--- src/rtl/toast_if_stage.sv ---
// Instruction fetch stage of the Toast RV32I pipeline: owns the PC, drives a 1-cycle
// synchronous instruction memory and loads the IF/ID register with {pc, instruction, valid}.
module toast_if_stage #(
    parameter int unsigned                REG_DATA_WIDTH = 32,
    parameter logic [REG_DATA_WIDTH-1:0]  RESET_PC       = 32'h0000_0000,
    parameter logic [REG_DATA_WIDTH-1:0]  NOP_INSTR      = 32'h0000_0013
) (
    input  logic                      clk_i,
    input  logic                      reset_i,
    input  logic                      stall_i,
    input  logic                      flush_i,
    input  logic                      EX_branch_en_i,
    input  logic [REG_DATA_WIDTH-1:0] EX_branch_dest_i,
    output logic [REG_DATA_WIDTH-1:0] imem_addr_o,
    output logic                      imem_rd_en_o,
    input  logic [REG_DATA_WIDTH-1:0] imem_data_i,
    output logic [REG_DATA_WIDTH-1:0] IF_pc_o,
    output logic [REG_DATA_WIDTH-1:0] IF_instruction_o,
    output logic                      IF_valid_o
);

    typedef enum logic [0:0] {StBoot, StRun} state_e;

    localparam logic [REG_DATA_WIDTH-1:0] PcStep    = REG_DATA_WIDTH'(4);
    localparam logic [REG_DATA_WIDTH-1:0] AlignMask = ~REG_DATA_WIDTH'(3);

    state_e                    state_q, state_d;
    logic [REG_DATA_WIDTH-1:0] pc_q, pc_d;
    logic                      data_valid_q, data_valid_d;
    logic [REG_DATA_WIDTH-1:0] if_pc_q, if_pc_d;
    logic [REG_DATA_WIDTH-1:0] if_instr_q, if_instr_d;
    logic                      if_valid_q, if_valid_d;
    logic [REG_DATA_WIDTH-1:0] pc_plus4;

    assign pc_plus4 = pc_q + PcStep;

    always_comb begin
        state_d      = state_q;
        pc_d         = pc_q;
        data_valid_d = data_valid_q;
        if_pc_d      = if_pc_q;
        if_instr_d   = if_instr_q;
        if_valid_d   = if_valid_q;
        imem_addr_o  = RESET_PC;
        imem_rd_en_o = 1'b0;

        if (!reset_i) begin
            imem_rd_en_o = 1'b1;
            unique case (state_q)
                StBoot: begin
                    imem_addr_o  = RESET_PC;
                    pc_d         = RESET_PC;
                    data_valid_d = 1'b1;
                    if_pc_d      = '0;
                    if_instr_d   = NOP_INSTR;
                    if_valid_d   = 1'b0;
                    state_d      = StRun;
                end
                StRun: begin
                    if (EX_branch_en_i) begin
                        // Wrong-path word on imem_data_i is dropped by loading a bubble.
                        imem_addr_o  = EX_branch_dest_i & AlignMask;
                        pc_d         = imem_addr_o;
                        data_valid_d = 1'b1;
                        if_pc_d      = '0;
                        if_instr_d   = NOP_INSTR;
                        if_valid_d   = 1'b0;
                    end else if (flush_i) begin
                        imem_addr_o  = pc_plus4;
                        pc_d         = pc_plus4;
                        data_valid_d = 1'b1;
                        if_pc_d      = '0;
                        if_instr_d   = NOP_INSTR;
                        if_valid_d   = 1'b0;
                    end else if (stall_i) begin
                        // Re-issue the same address so its data is presented again next cycle.
                        imem_addr_o  = pc_q;
                    end else begin
                        imem_addr_o  = pc_plus4;
                        pc_d         = pc_plus4;
                        data_valid_d = 1'b1;
                        if (data_valid_q) begin
                            if_pc_d    = pc_q;
                            if_instr_d = imem_data_i;
                            if_valid_d = 1'b1;
                        end else begin
                            if_pc_d    = '0;
                            if_instr_d = NOP_INSTR;
                            if_valid_d = 1'b0;
                        end
                    end
                end
                default: state_d = StBoot;
            endcase
        end
    end

    always_ff @(posedge clk_i) begin
        if (reset_i) begin
            state_q      <= StBoot;
            pc_q         <= RESET_PC;
            data_valid_q <= 1'b0;
            if_pc_q      <= '0;
            if_instr_q   <= NOP_INSTR;
            if_valid_q   <= 1'b0;
        end else begin
            state_q      <= state_d;
            pc_q         <= pc_d;
            data_valid_q <= data_valid_d;
            if_pc_q      <= if_pc_d;
            if_instr_q   <= if_instr_d;
            if_valid_q   <= if_valid_d;
        end
    end

    assign IF_pc_o          = if_pc_q;
    assign IF_instruction_o = if_instr_q;
    assign IF_valid_o       = if_valid_q;

endmodule

--- config.mk ---
export PLATFORM = sky130hd
export DESIGN_NAME = toast_if_stage
export DESIGN_NICKNAME = d
export VERILOG_FILES = /design/src/rtl/toast_if_stage.sv
export SDC_FILE = /design/constraint.sdc
export NUM_CORES = 1
export LEC_CHECK = 0
export CELL_PAD_IN_SITES_DETAIL_PLACEMENT = 1
export CELL_PAD_IN_SITES_GLOBAL_PLACEMENT = 2
export CORE_MARGIN = 1.5
export CORE_UTILIZATION = 26
export CTS_CLUSTER_DIAMETER = 150
export CTS_CLUSTER_SIZE = 16
export DETAILED_ROUTE_END_ITERATION = 10
export HOLD_SLACK_MARGIN = 0.03
export PLACE_DENSITY_LB_ADDON = 0.1
export SLEW_MARGIN = 30
export SYNTH_ARGS = -nofsm -noshare
export SYNTH_HDL_FRONTEND = slang
export SYNTH_SLANG_ARGS = --single-unit
--- constraint.sdc ---
create_clock -name clk_i -period 4.2 [get_ports clk_i]
set_input_delay 1.05 -clock clk_i [delete_from_list [all_inputs] [get_ports clk_i]]
set_output_delay 1.05 -clock clk_i [all_outputs]
set_load 0.005 [all_outputs]
## After elaboration in Yosys (flattened, before gate mapping)

Cells that the tools add are included.

| word-level totals | value |
|---|---|
| bits in registers | 99 |
| input bits | 69 |
| output and inout bits | 98 |
| word-level logic and storage cells | 34 |

| cells by class | value |
|---|---|
| add/sub/neg operators | 1 |
| equality and inequality tests | 1 |
| multiplexer cells | 25 |
| bitwise logic cells | 1 |

Operators with widths:

| kind | number |
|---|---|
| 2-to-1 mux 32 bit | 12 |
| case mux 32 bit (2 select lines) | 3 |
| adder 32 x 3 -> 32 bit, second input constant | 1 |
| 2-to-1 mux 1 bit | 8 |
| inequality test 4 bit, second input constant | 1 |
| case mux 1 bit (2 select lines) | 2 |
| NOT 1 bit | 1 |

## Depth between registers and ports, before layout

| depth | value |
|---|---|
| word-level depth | 6 |
| depth in mapped cells | 6 |
| depth with buffers taken out | 5 |

## Worst setup path before layout

OpenSTA, ideal clock, no wires.

| path | value |
|---|---|
| path kind | input -> output |
| from | input port flush_i |
| to | output port imem_addr_o[31] |
| data arrival time | 2369 ps |
| data required time | 3150 ps |
| slack | 781 ps |
| stages on the path | 6 |
| buffers on the path | 2 |
| cell sequence | nand2b_1 -> clkbuf_1 -> clkbuf_1 -> nand3_1 -> o41a_1 -> a211oi_1 |

| on the way | value |
|---|---|
| cells in the longest elaborated chain, start to end | 4 |

RTL lines:

| item | RTL line | text |
|---|---|---|
| start: declaration | 11 | `input logic flush_i,` |
| 2-to-1 mux 32 bit | 68 | `end else if (flush_i) begin` |
| 2-to-1 mux 32 bit | - |  |
| case mux 32 bit (2 select lines) | 49 | `unique case (state_q)` |
| 2-to-1 mux 32 bit | - |  |
| end: declaration | 14 | `output logic [REG_DATA_WIDTH-1:0] imem_addr_o,` |

No other way between the ends.

## Worst setup path in the final report

| path | value |
|---|---|
| from | input port flush_i |
| to | output port imem_addr_o[11] |

The elaborated chain is that of the path after synthesis.

==> summary.md <==
| Metric | Value |
|---|---|
| CP endpoint kind | `primary output` |
| Worst reg-to-reg setup slack | `around 1800 ps` |
| Unrepaired setup endpoints after global routing | `true` |
| Simple-gate portion of the synthesized area | `20.32%` |
| Syn Nets | `between 500 and 600` |
| Setup TNS | `0 ps` |
| Post-synthesis sequential area ratio | `between 40% and 50%` |
| Full die area | `~16000 µm²` |
| Die height | `between 100 and 150 µm` |
| # fillers | `around 1700` |
| CTS Sinks | `between 90 and 100` |
| Largest family of logic cells by synthesized area | `compound AO/OA/AOI/OAI gates` |
| Yosys reg bits | `99` |
| Worst skew pair latency | `about 360 ps` |
| Worst Path Arrival | `3090 ps` |
| GPL Wtd Cong | `0.7181` |
| Number of max-cap violations | `0` |
| Cells after Synth | `about 450` |
| Layout Nets | `700` |
| Area delta synth->final | `64.03%` |
| Max VDD drop | `~0.17 mV` |
| Initial DRC count | `approximately 180` |
| CTS tree | `done` |
| Ys Warns | `0` |
| Worst r2r path cells | `11` |
| Number of global-route vias before repair | `roughly 4400` |
| Port Buffers | `164` |
| Ant. Diodes | `0` |
| Final hold violation count | `0` |
| Worst Setup SP | `flush_i` |
| Slew headroom | `between 50% and 60%` |
| GRT Util Overall | `between 10% and 20%` |
| Pre-CTS WS | `-252.0 ps` |
| Ratio of cells with drive above 1 in the final layout | `15.43%` |
| Post-Route WL | `between 10 and 15 mm` |
| Initial antenna violation count | `0` |
| Fin worst setup slack | `slightly below 60 ps` |
| Synth Area in XOR/XNOR | `~1.5%` |
| Worst R2R End | `pc_q[21]` |
| Routed Antenna Nets | `0` |
| Setup crit start kind | `input pin` |
| Least-Margin Pin Slew | `730.5 ps` |
| Starting Density | `between 20% and 30%` |
| Hpwl dp | `slightly below 10 mm` |
| Final max-slew violation count | `0` |
| Global route total overflow | `0` |
| Dpl cells | `approximately 800` |
| Routed vias | `4174` |
| Synthesized-area fraction occupied by adder cells | `less than 1%` |
| Synthesized area per cell | `8.926 µm²` |
| Via-to-Cell Ratio | `5.072` |
| Core ar. | `between 15000 and 20000 µm²` |
| Largest net degree at the start of global routing | `66` |
| Fmax | `approximately 0.24 GHz` |
| Post-synthesis compound-gate area fraction | `between 20% and 30%` |
| Post-synthesis mux area share | `0.2509%` |
| Worst setup path class | `input pin to primary output` |
| Data required time of the worst path | `3150 ps` |
| First-pass GRT wire length | `~23 mm` |
| Pwr/cell area | `~300 nW/µm²` |
| Crit path to | `imem_addr_o[11]` |
| Clk slew on worst S/H paths | `roughly 70 ps` |
| Post-Layout Cell Count | `between 800 and 900` |
| Drt pass-1 iters | `4` |
| Num ports | `around 170` |
| RR Startpoint | `pc_q[2]` |
| Die width | `roughly 130 µm` |
| Tcrit/Tclk final | `98.60%` |
| Tmin final | `about 4100 ps` |
| Pleak | `2.361 nW` |
| Clock Tree Root | `clkbuf_16` |
| Final setup violation count | `0` |
| H-tree depth | `3` |
| Netlist cell types | `39` |
| Outcome | `complete, no violations` |
| Site Rows | `45` |
| Clock Skew | `approximately 6.1 ps` |
| Bufs on Longest Clock Path | `2` |
| Mapped Area | `around 4000 µm²` |
| Wirelength per Cell | `between 15 and 20 µm` |
| Final core utilization | `43.37%` |
| Number of CTS-inserted buffers | `9` |
| Drt drc | `0` |
| Critical path peak fanout | `5` |
| Worst hold path class | `register to register` |
| Post-CTS Hold Buffers | `0` |
state kept, by name (all words and copies together), names as in the netlist:
name              cells
data_valid_q          1
IF_instruction_o     32
IF_valid_o            1
pc_q                 32
state_q               1
IF_pc_o              32
area by class of cell:
class	count	area (µm²)	area share (%)
timing repair buffer	209	2008	30.68
sequential	99	1982	30.28
clock inverter	6	52.55	0.8029
clock buffer	10	229.0	3.498
inverter	6	22.52	0.3441
tap	188	235.2	3.594
multi-input combinational	305	2016	30.80
stage by stage:
step | hold WS (ps) | instance area, µm² | power [mW]
after floorplan | 444.8 | 3990 | 1.055
after global placement | 456.2 | 5939 | 1.184
after detailed placement | 472.3 | 5939 | 1.187
after CTS | 495.9 | 6395 | 2.014
after global routing | 522.9 | 6545 | 2.076
final | 491.9 | 6545 | 1.987
synthesized netlist by cell type, drive strengths merged:
library cell	number	area, µm²
nor4b	1	15.01
o211a	1	10.01
a31oi	18	112.6
nand4	12	81.33
dfxtp	99	1982
o22ai	3	18.77
nor4	4	25.02
or4	16	127.6
o21ai	29	145.1
or3	6	37.54
and4	1	10.01
nand2	19	78.82
a21oi	4	20.02
o41a	2	22.52
nand3	7	40.04
nand2b	2	12.51
nor2b	3	18.77
and3	3	18.77
ha	1	12.51
xnor2	1	8.760
a211oi	6	45.04
buf	7	33.78
clkbuf	30	112.6
or2	2	12.52
nor2	73	274.0
nor3b	4	30.03
inv	6	22.52
a22oi	61	457.9
o31ai	15	112.6
or4b	1	10.01
mux2i	1	10.01
and2	3	18.77
xor2	6	52.55
cells by family (layout without fill, tap and decap cells):
group,Yosys count,count (layout)
compound gates,139,139
fa+ha+maj,1,1
flops,99,99
mux,1,1
xor+xnor,7,7
buf+inv,43,231
simple gates,157,157
critical path, cell delays in order:
cell and delay [ps]:
clkdlybuf4s50_1 490, nand2b_4 170, nand4_1 140, buf_6 190
buf_4 130, buf_4 140, or3_1 300, a31oi_1 200
dlygate4sd2_1 270
power by group:
group	total, mW	switching (mW)	internal, mW	leakage, nW
clock	0.811	0.398	0.413	0.138
combinational	0.200	0.0863	0.113	1.42
sequential	0.975	0.0215	0.954	0.803
total	1.99	0.506	1.48	2.36
layout by cell type, fill, tap and decap left out, drive strengths merged, types with 3 or more instances in the layout:
| cell | Yosys | final |
|---|---|---|
| clkdlybuf4s50 | 0 | 143 |
| dfxtp | 99 | 99 |
| nor2 | 73 | 73 |
| a22oi | 61 | 61 |
| buf | 7 | 46 |
| o21ai | 29 | 29 |
| nand2 | 19 | 19 |
| a31oi | 18 | 18 |
| or4 | 16 | 16 |
| o31ai | 15 | 15 |
| nand4 | 12 | 12 |
| clkbuf | 30 | 11 |
| dlygate4sd2 | 0 | 10 |
| inv | 6 | 10 |
| dlymetal6s2s | 0 | 7 |
| nand3 | 7 | 7 |
| or3 | 6 | 6 |
| xor2 | 6 | 6 |
| a211oi | 6 | 6 |
| nor4 | 4 | 4 |
| a21oi | 4 | 4 |
| nor3b | 4 | 4 |
| and2 | 3 | 3 |
| and3 | 3 | 3 |
| o22ai | 3 | 3 |
| nor2b | 3 | 3 |
worst min path at each step:
stage / startpoint / end / cells past startpoint
floorplan: data_valid_q / data_valid_q / 2
global placement: IF_instruction_o[0] / IF_instruction_o[0] / 2
detailed placement: IF_instruction_o[0] / IF_instruction_o[0] / 2
CTS: IF_instruction_o[0] / IF_instruction_o[0] / 2
global route: pc_q[1] / pc_q[1] / 1
finish: IF_instruction_o[0] / IF_instruction_o[0] / 2
per-layer routing:
layer | global-route usage (%) | part of all wire, %
met5 | 0 | 0
met3 | 6.833 | 7.6
met4 | 5.682 | 1.6
met2 | 31.01 | 48
met1 | 21.57 | 42
repair_timing:
item,4_1_cts,5_1_grt
pin swaps,12,7
setup endpoints to repair,27,13
resized for setup,31,26
cloned,1,1
setup buffers,12,7
No activity file was read; power rests on OpenSTA's default activity.
